`config.mk`:
```
export PLATFORM = sky130hd
export DESIGN_NAME = taxi_arb
export DESIGN_NICKNAME = d
export VERILOG_FILES = /design/src/rtl/taxi_arb.sv
export SDC_FILE = /design/constraint.sdc
export NUM_CORES = 1
export LEC_CHECK = 0
export ABC_AREA = 1
export BUFFER_PORTS_ARGS = -buffer_cell sky130_fd_sc_hd__buf_2
export CORE_AREA = 4 4 41 43
export CTS_CLUSTER_DIAMETER = 100
export DETAILED_ROUTE_END_ITERATION = 10
export DIE_AREA = 0 0 45 47
export GPL_ROUTABILITY_DRIVEN = 0
export PLACE_DENSITY = 0.37
export SYNTH_ARGS = -nofsm -noshare
export SYNTH_HDL_FRONTEND = slang
export SYNTH_SLANG_ARGS = --single-unit
export TNS_END_PERCENT = 50
```
`constraint.sdc`:
```
create_clock -name clk -period 0.8 [get_ports clk]
set_clock_uncertainty 0.15 [all_clocks]
set_input_delay 0.04 -clock clk [delete_from_list [all_inputs] [get_ports clk]]
set_output_delay 0.04 -clock clk [all_outputs]
set_load 0.1 [all_outputs]
```
`src/rtl/taxi_arb.sv`:
```
// N-port request arbiter: fixed or round-robin priority, optional grant hold
// (until the request drops or until ack), all outputs registered.

module taxi_arb_penc #(
  parameter int WIDTH         = 4,
  parameter int IW            = 2,
  parameter int LSB_HIGH_PRIO = 0
) (
  input  logic [WIDTH-1:0] in,
  output logic             vld,
  output logic [IW-1:0]    idx
);

  // Scan toward the winning end so the last hit is the highest-priority bit.
  always_comb begin
    vld = |in;
    idx = '0;
    if (LSB_HIGH_PRIO != 0) begin
      for (int i = WIDTH-1; i >= 0; i--)
        if (in[i]) idx = IW'(i);
    end else begin
      for (int i = 0; i < WIDTH; i++)
        if (in[i]) idx = IW'(i);
    end
  end

endmodule

module taxi_arb #(
  parameter int PORTS           = 4,
  parameter int ARB_ROUND_ROBIN = 0,
  parameter int ARB_BLOCK       = 0,
  parameter int ARB_BLOCK_ACK   = 1,
  parameter int LSB_HIGH_PRIO   = 0
) (
  input  logic                                       clk,
  input  logic                                       rst,
  input  logic [PORTS-1:0]                           req,
  input  logic [PORTS-1:0]                           ack,
  output logic [PORTS-1:0]                           grant,
  output logic                                       grant_valid,
  output logic [((PORTS > 1) ? $clog2(PORTS) : 1)-1:0] grant_index
);

  localparam int IW = (PORTS > 1) ? $clog2(PORTS) : 1;

  logic [PORTS-1:0] mask, mask_next, masked_req;
  logic [PORTS-1:0] grant_next;
  logic             valid_next;
  logic [IW-1:0]    index_next, win_idx;
  logic             req_vld, msk_vld;
  logic [IW-1:0]    req_idx, msk_idx;
  logic             hold_req, hold_ack;

  assign masked_req = req & mask;

  taxi_arb_penc #(.WIDTH(PORTS), .IW(IW), .LSB_HIGH_PRIO(LSB_HIGH_PRIO)) u_enc_req (
    .in (req),
    .vld(req_vld),
    .idx(req_idx)
  );

  taxi_arb_penc #(.WIDTH(PORTS), .IW(IW), .LSB_HIGH_PRIO(LSB_HIGH_PRIO)) u_enc_msk (
    .in (masked_req),
    .vld(msk_vld),
    .idx(msk_idx)
  );

  assign hold_req = (ARB_BLOCK != 0) && (ARB_BLOCK_ACK == 0) && (|(grant & req));
  assign hold_ack = (ARB_BLOCK != 0) && (ARB_BLOCK_ACK != 0) && grant_valid && !(|(grant & ack));

  always_comb begin
    grant_next = grant;
    valid_next = grant_valid;
    index_next = grant_index;
    mask_next  = mask;
    win_idx    = req_idx;
    if (!(hold_req || hold_ack)) begin
      if (req_vld) begin
        // Masked requests sit after the last winner; fall back to plain priority when none.
        if ((ARB_ROUND_ROBIN != 0) && msk_vld)
          win_idx = msk_idx;
        for (int i = 0; i < PORTS; i++) begin
          grant_next[i] = (win_idx == IW'(i));
          mask_next[i]  = (LSB_HIGH_PRIO != 0) ? (i > int'(win_idx)) : (i < int'(win_idx));
        end
        valid_next = 1'b1;
        index_next = win_idx;
      end else begin
        grant_next = '0;
        valid_next = 1'b0;
        index_next = '0;
      end
    end
  end

  always_ff @(posedge clk) begin
    if (rst) begin
      grant       <= '0;
      grant_valid <= 1'b0;
      grant_index <= '0;
      mask        <= '0;
    end else begin
      grant       <= grant_next;
      grant_valid <= valid_next;
      grant_index <= index_next;
      mask        <= mask_next;
    end
  end

endmodule

```
Yosys cells after proc, flatten, opt, wreduce, memory -nomap -nowiden
Index checks and enable logic that the tools add are counted.
Storage, ports and cells
  logic and storage cells: 14
  bits of input ports: 10
  output and inout bits: 7
  register bits: 7
Cells by class
  muxes and demuxes: 4
  reduce and logical (&&, ||, !) cells: 3
  bitwise gates (word level): 1
  eq/ne operators: 3
Operators by type and width (number)
  2-bit == test, second input constant: 2
  2-bit 2-to-1 mux: 2
  4-bit OR reduction: 1
  2-bit by 1-bit == test with 1-bit output, second input constant: 1
  2-bit logical NOT: 1
  1-bit 2-to-1 mux: 2
  2-bit OR reduction: 1
  1-bit NOT: 1

Longest topological paths before layout
  word-level depth: 4
  mapped depth: 4
  depth with buffers taken out: 4

Modules after synthesis
A second synthesis with hierarchy kept.
Unflattened totals
  cells, all modules: 30
  area total of the unflattened synthesis: 231.5 um2
Modules (own cells, without submodules)
  taxi_arb: cells each 22, area each 198.9 um2, times used 1, sequential area each 140.1 um2
  taxi_arb_penc: cells each 8, area each 32.5 um2, times used 1, sequential area each 0.0 um2

Worst setup path after synthesis
No wires, ideal clock.
  path type: register to output
  start: register grant[0]
  end: output port grant[0]
  buffers on the path: 0
  path slack: -0.299 ns
  required time: 0.610 ns
  arrival: 0.909 ns
  stages on the path, launching flop included: 1
  path through: dfxtp_1
RTL lines
  from (decl): RTL line 40  | output logic [PORTS-1:0] grant,
  from (signal assigned): RTL line 104  | grant <= grant_next;
No word-level cell between the ends.

Worst setup path after layout
  start: register grant[1]
  end: output port grant[1]
No word-level cell between the ends.

==> metrics.csv <==
stage,metric,value,unit
status,run_status,finished with violations,
status,violations,"negative hold slack, negative setup slack",
logic_synthesis,synth_top_area_share,64.4,%
sta,final.min_clock_period,0.945,ns
global_route,antenna_found_initial,0,
logic_synthesis,synthMuxAreaShare,0,%
sta,hold_viol_final,7,
sta,period_share,118,%
global_route,gr-usage-met3,2.30,%
place,detailed_place_hpwl,379,µm
logic_synthesis,yosysSeqAreaShare,64.4,%
setup_path,cp_cell_sequence,buf_12,
worst_hold_path,hp-class,primary input to flip-flop,
cts,htreeDepth,1,
cts,clk_path_buf_depth,2,
logic_synthesis,synth.cells.most_frequent,"dfxtp_1, nor2_1, inv_1",
drt,via_per_inst,3.56,
place,port_buffers,12,
logic_synthesis,ys_async_sr_fraction,0,%
sta,setup_viol,7,
power,power.switching,0.306,mW
logic_synthesis,synth_cell_type_count,8,
die,pin_count,17,
drt,drt_iter0_markers,1,
power,power.internal,0.645,mW
setup_path,critical_path_class,flip-flop to output port,
power,p_comb_share,27.1,%
cells_and_area,num-nets-final,53,
cells_and_area,stdcell_area,452,µm²
sta,hold-worst-slack,-0.173,ns
power,peakVddDrop,0.586,mV
die,core-area,0.00130,mm²
die,die-height,47,µm
logic_synthesis,syn_nets,35,
power,power_density,2100,mW/mm²
place,pre_cts_ws,-0.0124,ns
power,switching_share,32.2,%
global_route,grt-busiest-layer,met4,
setup_path,cp-end-kind,output port,
global_route,gr-total-overflow,0,
logic_synthesis,yosysMostFrequentCell,dfxtp_1,
logic_synthesis,netlist_instances,25,
sta,tns,-0.993,ns
sta,max_freq,1060,MHz
global_route,grt_util_met1,4.33,%
global_route,met2_usage,7.91,%
place,dp_cells,53,
power,clkPwrFrac,33.1,%
sta,worst_slew_pin_slew,0.208,ns
cts,clock_sinks,7,
logic_synthesis,synthFlopType,dfxtp_1,
drt,final_antenna_net_count,0,
sta,slew_violations,0,
die,die_w,45,µm
logic_synthesis,synth_warnings,0,
global_route,grt_pass1_wl,731,µm
logic_synthesis,synth_top_family_by_area,simple AND/OR/NAND/NOR gates,
drt,wl_per_cell,8.05,µm
drt,dr_total_vias,203,
logic_synthesis,yosys.area.top_type,dfxtp_1,
logic_synthesis,synth_area_leaders,"dfxtp_1, nor2_1, inv_1",
setup_path,cp-start-kind,flip-flop,
setup_path,arrival,0.75,ns
die,rows,13,
cells_and_area,syn_to_final_growth,107,%
die,initial_utilization,16.7,%
cells_and_area,diodes,0,
sta,grt_setup_unrepaired,yes,
setup_path,slowest_stage,dfxtp_4,
logic_synthesis,synthAdderAreaFrac,0,%
power,pwr-share-seq,39.8,%
cts,cts_tree,done,
logic_synthesis,synth_edf_count,0,
logic_synthesis,syn_area,218,µm²
sta,fin_ws,-0.145,ns
sta,slew_headroom,86.0,%
cts,cts_inserted_buffers,3,
place,post_dp_cell_area,425,µm²
setup_path,crit_buf_inv,1,
setup_path,cpPeakStageDelay,0.34,ns
drt,drt_wl_total,459,µm
global_route,grt_max_degree,6,
global_route,grt_usage,5.85,%
setup_path,worst-path-max-fanout,1,
cells_and_area,fin_cells,57,
power,leakage,0.209,nW
cells_and_area,drive_gt1_share,61.9,%
setup_path,worstPathRequired,0.61,ns
logic_synthesis,ys_ff_latch,7,
cts,cts-root-buf,clkbuf_4,
setup_path,cp_top_family,flip-flops,
die,die_area,0.00212,mm²
job,maxCapViolations,0,
logic_synthesis,avgSynthCellArea,8.71,µm²
logic_synthesis,synth_compound_area_share,2.30,%
drt,first_pass_iters,2,
drt,drc,0,
global_route,grt_pass1_vias,199,
logic_synthesis,synth_xor_area_share,0,%
logic_synthesis,yosys.area_share.simple,26.4,%
cts,clkSlewWorstSetupHoldPaths,0.05,ns
## area by class of cell
class / instances / area (µm²)
multi-input cells: 14 / 62.6
clock buffers: 4 / 26.3
flip-flops and latches: 7 / 156
well taps: 15 / 18.8
inverters: 4 / 15.0
fillers: 138 / 850
repair buffers: 13 / 173
## routing by layer
layer  vias up  share of wire [%]
met1        86                 34
met5         -                  0
met2         9                 54
li1        106                  -
met4         0                4.1
met3         2                7.8
## final timing paths
kind | start | slack (ns) | endpoint | depth (start not counted)
min | rst | -0.17 | grant_index[1] | 2
max | grant[1] | -0.14 | grant[1] | 1
## stage by stage
stage / util, % / total power [mW]
2_1_floorplan: - / 0.535
3_3_place_gp: 32.7 / 0.643
3_5_place_dp: 32.7 / 0.645
4_1_cts: 34.7 / 0.968
5_1_grt: 34.7 / 0.991
6_report: 34.7 / 0.951
## kinds of logic after synthesis
logic type      after synthesis
compound gates                1
flops                         7
simple gates                 13
buf+inv                       4
## cells in the final DEF, fill, tap and decap left out
cell type / Yosys / layout
buf_4: 0 / 1
nor2_2: 1 / 1
buf_2: 0 / 5
nor3_1: 1 / 1
clkbuf_1: 0 / 1
nand2_1: 3 / 3
dfxtp_4: 0 / 3
nand2_2: 2 / 2
buf_12: 0 / 7
dfxtp_2: 0 / 4
inv_1: 4 / 4
a21oi_1: 1 / 1
nor2_1: 6 / 6
clkbuf_4: 0 / 3
## sequential cells by signal, indices dropped and copies added, names as in the netlist
register and cells:
grant_valid 1, grant 4, grant_index 2
## power by group through the flow
stage	clock, mW	combinational [mW]	sequential (mW)
4_1_cts	0.330	0.260	0.378
2_1_floorplan	0	0.0254	0.509
3_5_place_dp	0	0.259	0.386
3_3_place_gp	0	0.258	0.385
6_report	0.315	0.258	0.378
5_1_grt	0.343	0.268	0.379
## repair_timing
item | 4_1_cts | 5_1_grt
setup buffers | 0 | 0
resized for setup | 0 | 0
setup endpoints to repair | 7 | 7
pin swaps | 0 | 0
endpoints found under the hold margin | 7 | 7
Note: power is estimated with default switching activity, not from simulation.
